**config.mk**
```make
export PLATFORM = sky130hd
export DESIGN_NAME = pkt_tx_50
export DESIGN_NICKNAME = d
export VERILOG_FILES = /design/src/rtl/pkt_tx_50.sv
export SDC_FILE = /design/constraint.sdc
export NUM_CORES = 1
export LEC_CHECK = 0
export CORE_UTILIZATION = 35
export CTS_BUF_LIST = sky130_fd_sc_hd__clkbuf_4 sky130_fd_sc_hd__clkbuf_8
export DETAILED_ROUTE_END_ITERATION = 16
export GPL_TIMING_DRIVEN = 0
export PLACE_DENSITY_LB_ADDON = 0.25
export SLEW_MARGIN = 20
export SYNTH_ARGS = -nofsm -noshare
export SYNTH_HDL_FRONTEND = slang
export SYNTH_SLANG_ARGS = --single-unit
export TNS_END_PERCENT = 30
```
**constraint.sdc**
```tcl
create_clock -name clk_50 -period 2.1 [get_ports clk_50]
set_clock_uncertainty 0.1 [all_clocks]
set_input_delay 0.42 -clock clk_50 [delete_from_list [all_inputs] [get_ports clk_50]]
set_output_delay 0.42 -clock clk_50 [all_outputs]
set_load 0.02 [all_outputs]
```
**src/rtl/pkt_tx_50.sv**
```systemverilog
// pkt_tx_50: serial packet transmitter (50 MHz domain).
// Frames a header byte plus PAYLOAD_BYTES bytes popped from a FWFT FIFO,
// shifting each byte MSB first with data_ena high for its 8 bit-cycles.
module pkt_tx_50 #(
  parameter int unsigned PAYLOAD_BYTES = 4,
  parameter int unsigned GAP_CYCLES    = 2
) (
  input  logic       clk_50,
  input  logic       reset,
  input  logic       pkt_req,
  input  logic       pkt_sel,
  input  logic [7:0] fifo_data,
  input  logic       fifo_empty,
  output logic       fifo_rd,
  output logic       serial_data,
  output logic       data_ena,
  output logic       busy,
  output logic       pkt_done
);

  localparam int unsigned GAP_W = (GAP_CYCLES > 1) ? $clog2(GAP_CYCLES) : 1;

  localparam logic [7:0]       HDR_TEMP  = 8'hA5;
  localparam logic [7:0]       HDR_CHECK = 8'hC3;
  localparam logic [GAP_W-1:0] GAP_LAST  = GAP_W'(GAP_CYCLES - 1);
  localparam logic [7:0]       LAST_BYTE = 8'(PAYLOAD_BYTES);

  typedef enum logic [2:0] {
    IDLE  = 3'd0,
    SHIFT = 3'd1,
    GAP   = 3'd2,
    LOAD  = 3'd3,
    DONE  = 3'd4
  } state_t;

  state_t           state;
  logic [7:0]       shift_reg;
  logic [2:0]       bit_cnt;
  logic [GAP_W-1:0] gap_cnt;
  logic [7:0]       byte_cnt;
  logic [7:0]       hdr;

  // Header byte selected by packet type
  assign hdr = pkt_sel ? HDR_CHECK : HDR_TEMP;

  // Pop strobe: the FIFO head is consumed on the same edge that loads it
  assign fifo_rd = (state == LOAD) && !fifo_empty;

  // Packet framing FSM with registered outputs
  always_ff @(posedge clk_50 or posedge reset) begin
    if (reset) begin
      state       <= IDLE;
      shift_reg   <= '0;
      bit_cnt     <= '0;
      gap_cnt     <= '0;
      byte_cnt    <= '0;
      serial_data <= 1'b0;
      data_ena    <= 1'b0;
      busy        <= 1'b0;
      pkt_done    <= 1'b0;
    end else begin
      pkt_done <= 1'b0;
      case (state)
        IDLE: begin
          if (pkt_req) begin
            shift_reg   <= hdr;
            serial_data <= hdr[7];
            data_ena    <= 1'b1;
            busy        <= 1'b1;
            bit_cnt     <= '0;
            byte_cnt    <= '0;
            state       <= SHIFT;
          end
        end
        SHIFT: begin
          shift_reg <= {shift_reg[6:0], 1'b0};
          bit_cnt   <= bit_cnt + 3'd1;
          if (bit_cnt == 3'd7) begin
            // Last bit of this byte is on the line; close the window
            serial_data <= 1'b0;
            data_ena    <= 1'b0;
            if (byte_cnt == LAST_BYTE) begin
              pkt_done <= 1'b1;
              state    <= DONE;
            end else begin
              gap_cnt <= '0;
              state   <= GAP;
            end
          end else begin
            serial_data <= shift_reg[6];
          end
        end
        GAP: begin
          if (gap_cnt == GAP_LAST) begin
            state <= LOAD;
          end else begin
            gap_cnt <= gap_cnt + GAP_W'(1);
          end
        end
        LOAD: begin
          // Stall here while the FIFO is empty; no pop, line stays idle
          if (!fifo_empty) begin
            shift_reg   <= fifo_data;
            serial_data <= fifo_data[7];
            data_ena    <= 1'b1;
            bit_cnt     <= '0;
            byte_cnt    <= byte_cnt + 8'd1;
            state       <= SHIFT;
          end
        end
        DONE: begin
          busy  <= 1'b0;
          state <= IDLE;
        end
        default: begin
          serial_data <= 1'b0;
          data_ena    <= 1'b0;
          busy        <= 1'b0;
          state       <= IDLE;
        end
      endcase
    end
  end

endmodule

```
# Word-level counts from Yosys, hierarchy flattened
# Cells that the tools add are included.
# W data, S select, Z words.
op_classes:
  add_sub_neg: 3
  n_mul: 0
  div_mod_pow: 0
  magnitude_cmp: 0
  n_eq_ne: 11
  n_shift: 0
  muxes: 32
  n_bitwise: 2
  n_reduce_logical: 15
ops:
  columns: ["operator", "n"]
  rows:
  - ["$mux W3", 7]
  - ["$mux W7", 3]
  - ["$pmux W7 S3", 1]
  - ["$mux W8", 2]
  - ["$pmux W8 S2", 1]
  - ["$mux W1", 12]
  - ["$pmux W3 S4", 1]
  - ["$reduce_and A3 Y1", 4]
  - ["$ne A2 B2 Y1 const B", 5]
  - ["$pmux W3 S3", 1]
  - ["$add A8 B1 Y8 const B", 1]
  - ["$eq A8 B3 Y1 const B", 1]
  - ["$pmux W1 S4", 2]
  - ["$reduce_and A4 Y1", 2]
  - ["$eq A3 B2 Y1 const B", 2]
  - ["$eq A3 B3 Y1 const B", 2]
  - ["$pmux W1 S2", 2]
  - ["$reduce_bool A2 Y1", 2]
  - ["$add A3 B1 Y3 const B", 1]
  - ["$eq A3 B1 Y1 const B", 1]
  - ["$logic_not A3 Y1", 1]
  - ["$reduce_bool A3 Y1", 1]
  - ["$reduce_or A3 Y1", 1]
  - ["$not A1 Y1", 2]
  - ["5 further kinds", 5]
word_totals:
  register_bits: 26
  latchBits: 0
  ramBits: 0
  mem_bits_ro: 0
  inputBits: 13
  output_inout_bits: 5
  wordCells: 72
  n_memories: 0

# Longest topological paths before layout
depth:
  word_depth: 4
  mapped_depth: 6
  mapped_depth_nobuf: 6

# Worst setup path before layout
# OpenSTA, ideal clock, no wires.
synth_timing:
  path_kind: "flip-flop to flip-flop"
  from: "register state[1]"
  to: "register byte_cnt[6]"
  setup_ns: 0.118
  t_arrival_ns: 1.397
  required_ns: 1.882
  setup_slack_ns: 0.485
  path_stages_with_launch: 6
  n_path_buf: 1
  period_less_slack_ns: 1.615
  cell_sequence: "dfrtp_1 buf_6 or3b_4 a21o_1 a21o_1 a21o_1"
synth_between:
  elab_chain_len: 3
  elab_cells_between_ends: 7
  classes_between: "eq/ne: 3; mux: 1; reduce/logical: 3"
synth_rtl:
  columns: ["element", "line_no", "rtl"]
  rows:
  - ["from (decl)", "36", "state_t state;"]
  - ["from (signal assigned)", "52", "state <= IDLE;"]
  - ["from (signal assigned)", "72", "state <= SHIFT;"]
  - ["from (signal assigned)", "84", "state <= DONE;"]
  - ["$eq A3 B2 Y1 or $logic_not A3 Y1 (tied branches)", "63", "case (state)"]
  - ["$ne A2 B2 Y1 (no line) or $reduce_bool A2 Y1 (tied branches)", null, null]
  - ["$reduce_and A3 Y1 (no line)", null, null]
  - ["to (signal assigned)", "107", "byte_cnt <= byte_cnt + 8'd1;"]
  - ["to (decl)", "40", "logic [7:0] byte_cnt;"]
# Several ways; a longest one is shown, not always the timed one.
# A chain may end at the register's enable or synchronous reset.

# Worst setup path in the final report
layout_timing:
  from: "input port pkt_req"
  to: "register byte_cnt[6]"
layout_between:
  elab_chain_len: 2
layout_rtl:
  columns: ["element", "line_no", "rtl"]
  rows:
  - ["from (decl)", "10", "input logic pkt_req,"]
  - ["$ne A2 B2 Y1 (no line)", null, null]
  - ["$reduce_and A3 Y1 (no line)", null, null]
# Every way passes these cells.

==> run summary <==
Layout Utilization -> 45.8%
RePlAce Congestion -> 0.794
Setup violations, final -> 0
Port Buffers -> 17
worst setup path start -> pkt_req
CP endpoint kind -> flip-flop
FFs w/ async S/R, synth -> 100%
largest net degree at the start of global routing -> 27
vias post-DR -> 1164
post-detail-place hpwl -> 2080 um
CP Max Fanout -> 6
Core Region -> 0.00372 sq mm
Setup CP Type -> input pin to flip-flop
post-synth top area share -> 47.4%
hold crit path type -> flip-flop to flip-flop
Tot GR Track Use -> 16.6%
most common cell after layout, fill and taps aside -> dfrtp_1
Post-route DRC -> 0
f_max -> 517 MHz
Num CTS Buffers -> 3
period utilization -> 92.1%
PwrDens -> 1190 mW/mm^2
Cell Rows -> 22
clk root buf -> clkbuf_8
Slew Limit Fails -> 0
max-cap viol count -> 0
largest cells by area after synthesis -> dfrtp_1, o21ai_0, nand2_1
max FFs per register -> 8
Final Hold Viols -> 0
Worst-Margin Slew -> 0.921 ns
RSZ-0062 raised after global routing -> no
CP Launch Type -> input pin
maximum clock path buffer count -> 2
Slew headroom -> 38.2%
#FFs+latches synth -> 26
I/O pins -> 18
Data required, critical path -> 2.17 ns
DRT iter0 DRCs -> 65
Final min period -> 1.93 ns
hold path start -> shift_reg[3]
sw frac -> 37.0%
worst hold slack -> 0.389 ns
first-pass GRT wire length -> 5350 um
WL per Instance -> 13.9 um
most area-hungry cell type in the Yosys netlist -> dfrtp_1
EDFF count, synth -> 0
Synth Area per Inst -> 9.66 sq um
# hold bufs at CTS -> 0
Unique masters post-synth -> 38
DRT Wirelength -> 2980 um
syn nets -> 159
antenna-violating nets left -> 0
CTS sink cnt -> 26
Die X -> 64.6 um
FILL cells -> 375
Starting Density -> 36.9%
Worst VDD drop -> 0.531 mV
outcome -> complete, no violations
clk slew on worst S/H paths -> 0.09 ns
post-synthesis sequential area ratio -> 47.4%
die area -> 0.00417 sq mm
vias in the first global route -> 1160
Logic pwr share -> 45.3%
Die Y -> 64.6 um
Flop pwr share -> 38.3%
share of cells above drive strength 1 -> 12.0%
Main synth FF type -> dfrtp_1
Synth Warn # -> 0
final net count -> 184
overall power -> 2.03 mW
layout overhead on the synthesized area -> 24.1%
Worst EP arrival -> 2.01 ns
Leak -> 0.719 nW
Sw Pwr -> 0.750 mW
reg2reg start -> state[2]
Worst-Skew Late Latency -> 0.27 ns
TritonCTS clock tree -> built
H-Tree Depth -> 1
first-pass detailed-route iteration total -> 4
Post-Synthesis Cells -> 142
GRT overflow -> 0
internal cell power -> 1.28 mW
cell area after synthesis -> 0.00137 sq mm
commonest non-fill, non-tap cells in the layout -> dfrtp_1, o21ai_0, clkdlybuf4s50_1, nand2_1, a21oi_1
Via density -> 5.44
Clock power frac -> 16.4%
Antenna diodes -> 0
antenna violations before repair -> 0
final cells by class:
type / count / area, sq um / area share (%)
Tap cell: 48 / 60.1 / 3.53
Clock buffer: 4 / 55.1 / 3.24
Timing Repair Buffer: 20 / 196 / 11.5
Inverter: 7 / 28.8 / 1.69
Sequential cell: 26 / 651 / 38.2
Multi-Input combinational cell: 102 / 673 / 39.6
Buffer: 7 / 37.5 / 2.21
synth_stat cells (all sizes together), types with 2 or more instances:
master / count
a31oi: 2
nand3: 2
a21oi: 10
buf: 4
a22o: 4
clkbuf: 3
dfrtp: 26
a21o: 3
nand4: 3
mux2: 3
nor2b: 5
nor2: 6
a211oi: 2
o21ai: 16
nor4: 2
mux2i: 2
ha: 4
nand2: 14
inv: 7
o31ai: 6
nand2b: 2
nor3: 2
through the flow:
stage	cell area [sq um]	worst slack [ns]	setup TNS, ns	instances
floorplan	1370	0.485	0	142
global placement	1600	-0.549	-0.810	207
detailed placement	1600	-0.613	-1.26	207
CTS	1680	0.00892	0	211
global route	1700	0.0825	0	214
finish	1700	0.166	0	214
power by group through the flow:
stage | clock [mW] | combinational [mW] | sequential [mW]
final | 0.332 | 0.918 | 0.777
after global routing | 0.361 | 1.04 | 0.801
after CTS | 0.337 | 0.909 | 0.777
after detailed placement | 0 | 0.895 | 0.781
after global placement | 0 | 0.866 | 0.776
after floorplan | 0 | 0.630 | 0.792
worst max-delay path, cell delays in order:
cell,delay [ns]
clkdlybuf4s50_1,0.59
or3b_4,0.43
a21o_1,0.24
a21o_1,0.16
a21o_1,0.16
layer usage:
layer | wire length, um | global-route usage [%] | vias to the layer above | part of all wire, %
met2 | 1400 | 26.6 | 20 | 47
li1 | - | - | 565 | -
met4 | 46 | 7.50 | 0 | 1.5
met5 | 0 | 0 | - | 0
met3 | 87 | 2.82 | 5 | 2.9
met1 | 1450 | 21.9 | 574 | 49
path summary, 6_finish.rpt:
check / endpoint / slack (ns) / cells past startpoint
worst max-delay path: byte_cnt[6] / 0.17 / 5
worst min-delay path: shift_reg[3] / 0.39 / 2
worst max register to register: shift_reg[4] / 0.35 / 6
worst min register to register: shift_reg[3] / 0.39 / 2
max in group asynchronous: pkt_done / 1.04 / 2
min in group asynchronous: byte_cnt[1] / 0.44 / 2
what timing repair did:
action	CTS	global route
setup buffers	0	3
hold endpoints to repair	0	0
endpoints found under the setup margin	1	1
pin swaps	1	1
resized for setup	7	1
kinds of logic after synthesis:
logic type	after synthesis	synth area share [%]
AO/OA/AOI/OAI	51	24.2
adder cells (fa/ha/maj)	4	3.65
buffers and inverters	14	4.65
flip-flops	26	47.4
multiplexers	5	3.92
AND/OR/NAND/NOR	42	16.2
Note: power is estimated with default switching activity, not from simulation.
